===== config.mk =====
export PLATFORM = sky130hd
export DESIGN_NAME = stopwatch_counter
export DESIGN_NICKNAME = d
export VERILOG_FILES = /design/src/rtl/stopwatch_pkg.sv /design/src/rtl/stopwatch_button_sync_edge.sv /design/src/rtl/stopwatch_counter.sv
export SDC_FILE = /design/constraint.sdc
export NUM_CORES = 1
export LEC_CHECK = 0
export BUFFER_PORTS_ARGS = -buffer_cell sky130_fd_sc_hd__buf_2
export CAP_MARGIN = 20
export CORE_ASPECT_RATIO = 0.7
export CORE_UTILIZATION = 40
export CTS_CLUSTER_DIAMETER = 60
export DETAILED_ROUTE_END_ITERATION = 8
export PLACE_DENSITY = 0.55
export SYNTH_ARGS = -nofsm -noshare
export SYNTH_HDL_FRONTEND = slang
export SYNTH_SLANG_ARGS = --single-unit
export TNS_END_PERCENT = 5

===== constraint.sdc =====
create_clock -name Clock -period 2.5 [get_ports Clock]
set_input_delay 0.125 -clock Clock [delete_from_list [all_inputs] [get_ports Clock]]
set_output_delay 0.125 -clock Clock [all_outputs]
set_load 0.05 [all_outputs]

===== src/rtl/stopwatch_pkg.sv =====
// Shared encodings and field limits for the stopwatch timekeeping core.
// FIELD_W matches the input width of the downstream BCD encoder.
package stopwatch_pkg;
    localparam int FIELD_W = 8;

    localparam logic [FIELD_W-1:0] CENTI_MAX = 8'd99;
    localparam logic [FIELD_W-1:0] SEC_MAX   = 8'd59;

    typedef enum logic [1:0] {
        ST_IDLE  = 2'd0,
        ST_RUN   = 2'd1,
        ST_PAUSE = 2'd2
    } sw_state_e;

    typedef struct packed {
        logic [FIELD_W-1:0] min;
        logic [FIELD_W-1:0] sec;
        logic [FIELD_W-1:0] cen;
    } sw_time_t;
endpackage


===== src/rtl/stopwatch_button_sync_edge.sv =====
// Two-flop synchroniser followed by a registered rising-edge detector.
// A level rising before edge N gives a Pulse that the consumer sees at edge N+3.
module button_sync_edge (
    input  logic Clock,
    input  logic Reset_n,
    input  logic In,
    output logic Pulse
);
    logic sync1_q, sync1_d;
    logic sync2_q, sync2_d;
    logic prev_q,  prev_d;
    logic pulse_q, pulse_d;

    always_comb begin
        sync1_d = In;
        sync2_d = sync1_q;
        prev_d  = sync2_q;
        pulse_d = sync2_q & ~prev_q;
    end

    always_ff @(posedge Clock or negedge Reset_n) begin
        if (!Reset_n) begin
            sync1_q <= 1'b0;
            sync2_q <= 1'b0;
            prev_q  <= 1'b0;
            pulse_q <= 1'b0;
        end else begin
            sync1_q <= sync1_d;
            sync2_q <= sync2_d;
            prev_q  <= prev_d;
            pulse_q <= pulse_d;
        end
    end

    assign Pulse = pulse_q;
endmodule


===== src/rtl/stopwatch_counter.sv =====
// Stopwatch timekeeping core: 100 Hz prescaler, min:sec:centi counters,
// run/pause/lap control and a registered display mux for the BCD encoders.
module stopwatch_counter
    import stopwatch_pkg::*;
#(
    parameter int CLK_HZ  = 50000000,
    parameter int TICK_HZ = 100,
    parameter int MAX_MIN = 99
) (
    input  logic               Clock,
    input  logic               Reset_n,
    input  logic               StartStop,
    input  logic               Lap,
    input  logic               Clear,
    output logic [FIELD_W-1:0] Centis,
    output logic [FIELD_W-1:0] Seconds,
    output logic [FIELD_W-1:0] Minutes,
    output logic               Running,
    output logic               LapActive,
    output logic               Wrap
);
    localparam int DIV = CLK_HZ / TICK_HZ;
    localparam int PW  = (DIV > 1) ? $clog2(DIV) : 1;
    localparam logic [PW-1:0]      PRESC_LAST = PW'(DIV - 1);
    localparam logic [FIELD_W-1:0] MIN_MAX    = FIELD_W'(MAX_MIN);

    logic ss_p, lap_p, clr_p;

    button_sync_edge u_ss  (.Clock(Clock), .Reset_n(Reset_n), .In(StartStop), .Pulse(ss_p));
    button_sync_edge u_lap (.Clock(Clock), .Reset_n(Reset_n), .In(Lap),       .Pulse(lap_p));
    button_sync_edge u_clr (.Clock(Clock), .Reset_n(Reset_n), .In(Clear),     .Pulse(clr_p));

    sw_state_e     state_q, state_d;
    logic [PW-1:0] presc_q, presc_d;
    sw_time_t      live_q, live_d;
    sw_time_t      snap_q, snap_d;
    sw_time_t      disp_q, disp_d;
    logic          lap_active_q, lap_active_d;
    logic          wrap_q, wrap_d;
    logic          wrap_out_q, wrap_out_d;

    logic     tick;
    sw_time_t live_inc;

    assign tick = (state_q == ST_RUN) && (presc_q == PRESC_LAST);

    // Post-tick value of the live count; a lap snapshot on a tick cycle takes this.
    always_comb begin
        live_inc = live_q;
        wrap_d   = 1'b0;
        if (tick) begin
            if (live_q.cen != CENTI_MAX) begin
                live_inc.cen = live_q.cen + 8'd1;
            end else begin
                live_inc.cen = '0;
                if (live_q.sec != SEC_MAX) begin
                    live_inc.sec = live_q.sec + 8'd1;
                end else begin
                    live_inc.sec = '0;
                    if (live_q.min != MIN_MAX) begin
                        live_inc.min = live_q.min + 8'd1;
                    end else begin
                        live_inc.min = '0;
                        wrap_d       = 1'b1;
                    end
                end
            end
        end
    end

    // Only the highest-priority pulse (ss > clr > lap) acts; the rest are dropped.
    always_comb begin
        state_d      = state_q;
        presc_d      = presc_q;
        live_d       = live_q;
        snap_d       = snap_q;
        lap_active_d = lap_active_q;
        case (state_q)
            ST_IDLE: begin
                presc_d = '0;
                if (ss_p) state_d = ST_RUN;
            end
            ST_RUN: begin
                presc_d = tick ? '0 : presc_q + PW'(1);
                live_d  = live_inc;
                if (ss_p) begin
                    state_d = ST_PAUSE;
                end else if (clr_p) begin
                    state_d = ST_RUN;
                end else if (lap_p) begin
                    if (!lap_active_q) begin
                        snap_d       = live_inc;
                        lap_active_d = 1'b1;
                    end else begin
                        lap_active_d = 1'b0;
                    end
                end
            end
            ST_PAUSE: begin
                if (ss_p) begin
                    state_d = ST_RUN;
                end else if (clr_p) begin
                    state_d      = ST_IDLE;
                    presc_d      = '0;
                    live_d       = '0;
                    lap_active_d = 1'b0;
                end else if (lap_p) begin
                    lap_active_d = 1'b0;
                end
            end
            default: state_d = ST_IDLE;
        endcase
    end

    always_comb begin
        disp_d     = lap_active_q ? snap_q : live_q;
        wrap_out_d = wrap_q;
    end

    always_ff @(posedge Clock or negedge Reset_n) begin
        if (!Reset_n) begin
            state_q      <= ST_IDLE;
            presc_q      <= '0;
            live_q       <= '0;
            snap_q       <= '0;
            disp_q       <= '0;
            lap_active_q <= 1'b0;
            wrap_q       <= 1'b0;
            wrap_out_q   <= 1'b0;
        end else begin
            state_q      <= state_d;
            presc_q      <= presc_d;
            live_q       <= live_d;
            snap_q       <= snap_d;
            disp_q       <= disp_d;
            lap_active_q <= lap_active_d;
            wrap_q       <= wrap_d;
            wrap_out_q   <= wrap_out_d;
        end
    end

    assign Centis    = disp_q.cen;
    assign Seconds   = disp_q.sec;
    assign Minutes   = disp_q.min;
    assign Running   = (state_q == ST_RUN);
    assign LapActive = lap_active_q;
    assign Wrap      = wrap_out_q;
endmodule


== After elaboration in Yosys (flattened, before gate mapping) ==
Cells that the tools add are included.

* $add $sub $neg: 4
* Multiply operators: 0
* Divide/modulo/power cells: 0
* $lt $le $gt $ge: 0
* Equality and inequality tests: 15
* Shifts and indexed selects: 0
* Multiplexer cells: 32
* Bitwise gates (word level): 9
* Reductions and logical operators: 9

{| class="wikitable"
|+ Operators by type and width
! kind !! count
|-
| 2-to-1 mux 24 bit || 4
|-
| 2-to-1 mux 19 bit || 3
|-
| case mux 19 bit (3 select lines) || 1
|-
| case mux 24 bit (2 select lines) || 1
|-
| 2-to-1 mux 8 bit || 4
|-
| adder 8 x 1 -> 8 bit, second input constant || 3
|-
| adder 19 x 1 -> 19 bit, second input constant || 1
|-
| == test 19 bit, second input constant || 1
|-
| 2-to-1 mux 16 bit || 1
|-
| inequality test 8 x 7 -> 1 bit, second input constant || 2
|-
| 2-to-1 mux 1 bit || 11
|-
| 2-to-1 mux 2 bit || 5
|-
| inequality test 3 x 1 -> 1 bit, second input constant || 3
|-
| AND reduction 3 bit || 3
|-
| inequality test 8 x 6 -> 1 bit, second input constant || 1
|-
| inequality test 2 x 1 -> 1 bit, second input constant || 3
|-
| inequality test 2 bit, second input constant || 3
|-
| NOT 1 bit || 6
|-
| case mux 2 bit (3 select lines) || 1
|-
| AND reduction 6 bit || 1
|-
| AND reduction 5 bit || 1
|-
| bitwise AND 1 bit || 3
|-
| nonzero test 3 bit || 1
|-
| == test 2 x 1 -> 1 bit, second input constant || 1
|-
| 5 further kinds || 5
|}

* Flip-flop bits (word level): 108
* Latch bits: 0
* Bits in writable memories: 0
* Bits in read-only memories: 0
* Input port bits: 5
* Output and inout bits: 27
* Logic and storage cells: 95
* Memories kept: 0

== Longest topological paths before layout ==
* Depth in word-level cells: 6
* Depth in mapped cells: 8
* Mapped depth without buffers: 6

== Cells and area by module ==
A second synthesis with hierarchy kept.

* Cells, all modules: 520
* Area total of the unflattened synthesis: 5208.7 um2

{| class="wikitable"
|+ Modules (own cells, without submodules)
! module !! instances !! cells an instance !! area an instance (um2) !! sequential area each (um2)
|-
| stopwatch_counter || 1 || 505 || 4867.2 || 2402.3
|-
| button_sync_edge || 3 || 5 || 113.9 || 100.1
|}

== Least setup slack after synthesis ==
Ideal clock, no wire load.

* Path type: register -> register
* Start: reg live_q[8] (netlist bit)
* End: reg live_q[16] (netlist bit)
* Setup time: 0.121 ns
* Arrival: 2.110 ns
* Required time: 2.379 ns
* Slack: 0.269 ns
* Stages on the path, launching flop included: 8
* Path buffers: 1
* Period minus slack after synthesis: 2.231 ns
* Cell sequence: dfrtp_1 -> ha_1 -> or3b_4 -> or2_0 -> buf_6 -> nor4_4 -> o21ai_2 -> a22o_1

* Cells in the longest elaborated chain, start to end: 5

{| class="wikitable"
|+ Ends and longest elaborated chain
! element !! line !! source
|-
| start: declaration || stopwatch_counter.sv:35 || <nowiki>sw_time_t live_q, live_d;</nowiki>
|-
| start signal: assignment || stopwatch_counter.sv:133 || <nowiki>live_q <= live_d;</nowiki>
|-
| inequality test 8 x 6 -> 1 bit || stopwatch_counter.sv:56 || <nowiki>if (live_q.sec != SEC_MAX) begin</nowiki>
|-
| 2-to-1 mux 8 bit || stopwatch_counter.sv:56 ||
|-
| 2-to-1 mux 16 bit || stopwatch_counter.sv:52 || <nowiki>if (live_q.cen != CENTI_MAX) begin</nowiki>
|-
| 2-to-1 mux 24 bit || stopwatch_counter.sv:51 || <nowiki>if (tick) begin</nowiki>
|-
| case mux 24 bit (2 select lines) || stopwatch_counter.sv:78 || <nowiki>case (state_q)</nowiki>
|}

No other way between the ends.
A chain may end at the register's enable or synchronous reset.

== Final worst setup path ==
* Start: reg live_q[8] (netlist bit)
* End: reg snap_q[21] (netlist bit)

* Cells in the longest elaborated chain, start to end: 4

{| class="wikitable"
|+ Ends and longest elaborated chain
! element !! line !! source
|-
| inequality test 8 x 6 -> 1 bit || stopwatch_counter.sv:56 ||
|-
| 2-to-1 mux 8 bit || stopwatch_counter.sv:56 ||
|-
| 2-to-1 mux 16 bit || stopwatch_counter.sv:52 ||
|-
| 2-to-1 mux 24 bit || stopwatch_counter.sv:51 ||
|-
| end signal: assignment || stopwatch_counter.sv:134 || <nowiki>snap_q <= snap_d;</nowiki>
|-
| end: declaration || stopwatch_counter.sv:36 || <nowiki>sw_time_t snap_q, snap_d;</nowiki>
|}

No other way between the ends.

==> flow_summary.toml <==
[finish]
drive_gt1_share_pct = 21.5
multiInputGateArea_um2 = 2250
seq_area_um2 = 2700
antenna_cells_inserted = 0
synthToLayoutAreaGrowth_pct = 15.5
finish.net_count = 553
fillers = 1183

[setup_path]
critical_path.endpoint_type = "flip-flop"
critical_path_buf_inv_count = 1
critPathSlowestCell = "sky130_fd_sc_hd__dfrtp_1"
worst-r2r-setup-slack_ns = 0.17
critPathArrivalTime_ns = 2.60
critical_path_peak_fanout = 6
setup.worst_path.start_class = "flip-flop"
criticalPathCategory = "reg2reg"
critical_path_required_ns = 2.77
crit_path_cell_trace = "ha_1 -> or3b_4 -> or2_0 -> nor4_4 -> buf_4 -> nand3_1 -> a31oi_1"
crit_path_largest_cell_delay_ns = 0.43
worst_path_dominant_cell_family = "simple AND/OR/NAND/NOR gates"

[logic_synthesis]
yosys-top-cells-area = "sky130_fd_sc_hd__dfrtp_1, sky130_fd_sc_hd__mux2_2, sky130_fd_sc_hd__nand2_1"
synth.yosys.seq_area_share_pct = 53.1
async_reset_ff_share_pct = 100
yosysMostFrequentCell = "sky130_fd_sc_hd__dfrtp_1"
synth_common_cells = "sky130_fd_sc_hd__dfrtp_1, sky130_fd_sc_hd__nand2_1, sky130_fd_sc_hd__nor2_1"
synth.yosys.warnings = 0
syn_nets = 503
yosysTopAreaCell = "sky130_fd_sc_hd__dfrtp_1"
avgSynthCellArea_um2 = 10.3
post_synth_inst_count = 494
synth_largest_type_area_fraction_pct = 53.1
synth_seq_cells = 108
syn_area_um2 = 5090
yosysUniqueCellTypes = 65
synth_edf_count = 0
yosys_most_used_dff = "sky130_fd_sc_hd__dfrtp_1"

[timing]
total_negative_slack_ns = 0
slew_viol_final = 0
worstMarginPinSlew_ns = 0.815
clock-skew-final_ns = 0.00892
slew-limit-headroom_pct = 45.5
setup_violations = 0
finalWorstSetupSlack_ns = 0.168
period_needed_ns = 2.33
unrepaired_setup_endpoints_after_global_routing = "no"
layout_worst_path_cycle_share_pct = 93.3
finalHoldViolations = 0
maxClockFrequency_ghz = 0.429

[die]
design.die.area_um2 = 13200
die_w_um = 137
row_count = 34
die-height_um = 96.4
top_ports = 32
initial_core_util_pct = 41.0
fp.coreArea_um2 = 12400

[global_route]
grt.overflow.total = 0
grt_antenna_before_repair = 0
grt_pass1_wl_um = 20400
first_global_vias = 3783
grt.total_usage_pct = 20.4
grt_start_max_net_pins = 53

[power]
power_density_nw_per_um2 = 878
total_leakage_power_nw = 2.60
power.ir.vdd_worst_v = 0.000448

[clocking]
clkSinkCount = 108
clock_tree_buffer_depth = 2
tritoncts = "done"
insertion_delay_ns = 0.35
number_of_gates_resized_after_cts = 0
h_tree_levels = 3
clock-root-buffer = "sky130_fd_sc_hd__clkbuf_16"
numCtsBuffers = 9
cts.reportedPaths.clkPinSlew_ns = 0.07
cts.repair_timing.setup_buffer_count = 0

[drt]
remaining_drc_errors = 0
detail_route.vias_per_cell = 5.62
wl_um = 12300
total_via_count_in_the_routed_design = 3993
initialDrtViolationCount = 320
drt_first_pass_iters = 5
postRouteAntennaNets = 0
avgRoutedWirePerCell_um = 17.3

[placed_design]
placement.io_buffers = 31
post_detailed_placement_half_perimeter_wirelength_um = 8420
detailedPlace.worstSlack_ns = 0.141
gp_congestion = 0.850

[outcome]
outcome = "finished, final reports clean"

[job]
cap_viol_max_count = 0

[min_path]
hold_class = "in2async"
[cell families (layout without fill, tap and decap cells)]
kind of cell	count (synthesis)	count (layout)	share of synthesized area [%]
adders and majority gates	4	4	0.983
muxes	25	25	5.45
buffers and inverters	31	86	2.80
AOI/OAI and AO/OA	104	104	13.0
and+or+nand+nor	203	203	21.5
DFF	108	108	53.1
xor gates and xnor gates	19	19	3.27
[placed cells by master, fill, tap and decap left out, types with 5 or more instances in the layout]
master,count
sky130_fd_sc_hd__a21oi_1,12
sky130_fd_sc_hd__a22o_1,6
sky130_fd_sc_hd__a31oi_1,19
sky130_fd_sc_hd__buf_2,30
sky130_fd_sc_hd__buf_4,27
sky130_fd_sc_hd__clkbuf_16,9
sky130_fd_sc_hd__dfrtp_1,108
sky130_fd_sc_hd__inv_1,8
sky130_fd_sc_hd__mux2_2,22
sky130_fd_sc_hd__nand2_1,61
sky130_fd_sc_hd__nand3_1,19
sky130_fd_sc_hd__nand4_1,6
sky130_fd_sc_hd__nor2_1,44
sky130_fd_sc_hd__nor3_1,13
sky130_fd_sc_hd__nor4_1,8
sky130_fd_sc_hd__o21a_1,5
sky130_fd_sc_hd__o21ai_0,37
sky130_fd_sc_hd__o31ai_1,5
sky130_fd_sc_hd__or3_1,9
sky130_fd_sc_hd__xnor2_1,14
sky130_fd_sc_hd__xor2_1,5
[layer usage]
layer | part of all wire, % | vias up | track usage, %
met3 | 6.0 | 12 | 4.02
met1 | 52 | 1986 | 31.2
met5 | 0 | - | 0
li1 | - | 1883 | -
met2 | 41 | 112 | 29.1
met4 | 1.1 | 0 | 5.31
[state kept, by name (all words and copies together) (netlist names), 2 cells and up]
signal / count
presc_q: 19
snap_q: 24
Minutes: 8
state_q: 2
Centis: 8
live_q: 24
Seconds: 8
[worst paths after layout]
path,cells after the start,endpoint,from
max,7,snap_q[21]$_DFFE_PN0P_,live_q[8]$_DFFE_PN0P_
min,2,presc_q[7]$_DFFE_PN0P_,Reset_n
max in group asynchronous,3,u_ss.prev_d$_DFF_PN0_,Reset_n
min reg2reg,0,u_ss.prev_d$_DFF_PN0_,u_ss.sync1_q$_DFF_PN0_
min in group Clock,0,u_ss.prev_d$_DFF_PN0_,u_ss.sync1_q$_DFF_PN0_
max reg2reg,7,snap_q[21]$_DFFE_PN0P_,live_q[8]$_DFFE_PN0P_
[layout make-up]
cell class / count / share of cell area [%]
multi-input combinational: 355 / 38.2
clock buffer: 9 / 3.83
inverter: 8 / 0.510
tap: 162 / 3.45
clock inverter: 7 / 1.04
timing repair buffer: 62 / 7.02
sequential: 108 / 45.9
[repair_timing]
item,4_1_cts,5_1_grt
hold buffers,4,0
endpoints found under the setup margin,0,3
hold endpoints to repair,53,0
[report_power, final]
group	total, mW	leakage [nW]	switching, mW	internal, mW
logic	1.66	1.03	1.17	0.484
clock network	1.37	0.134	0.677	0.692
registers	2.14	1.44	0.138	2.00
[through the flow]
stage	area (um2)	power, mW	hold WS (ns)	std cells	util (%)
4_1_cts	5880	5.22	0.352	711	47.4
3_5_place_dp	5560	3.82	0.220	691	44.7
6_report	5880	5.17	0.350	711	47.4
2_1_floorplan	5090	3.28	-0.171	494	-
5_1_grt	5880	5.41	0.370	711	47.4
3_3_place_gp	5560	3.79	0.212	691	44.7
Note: power is estimated with default switching activity, not from simulation.
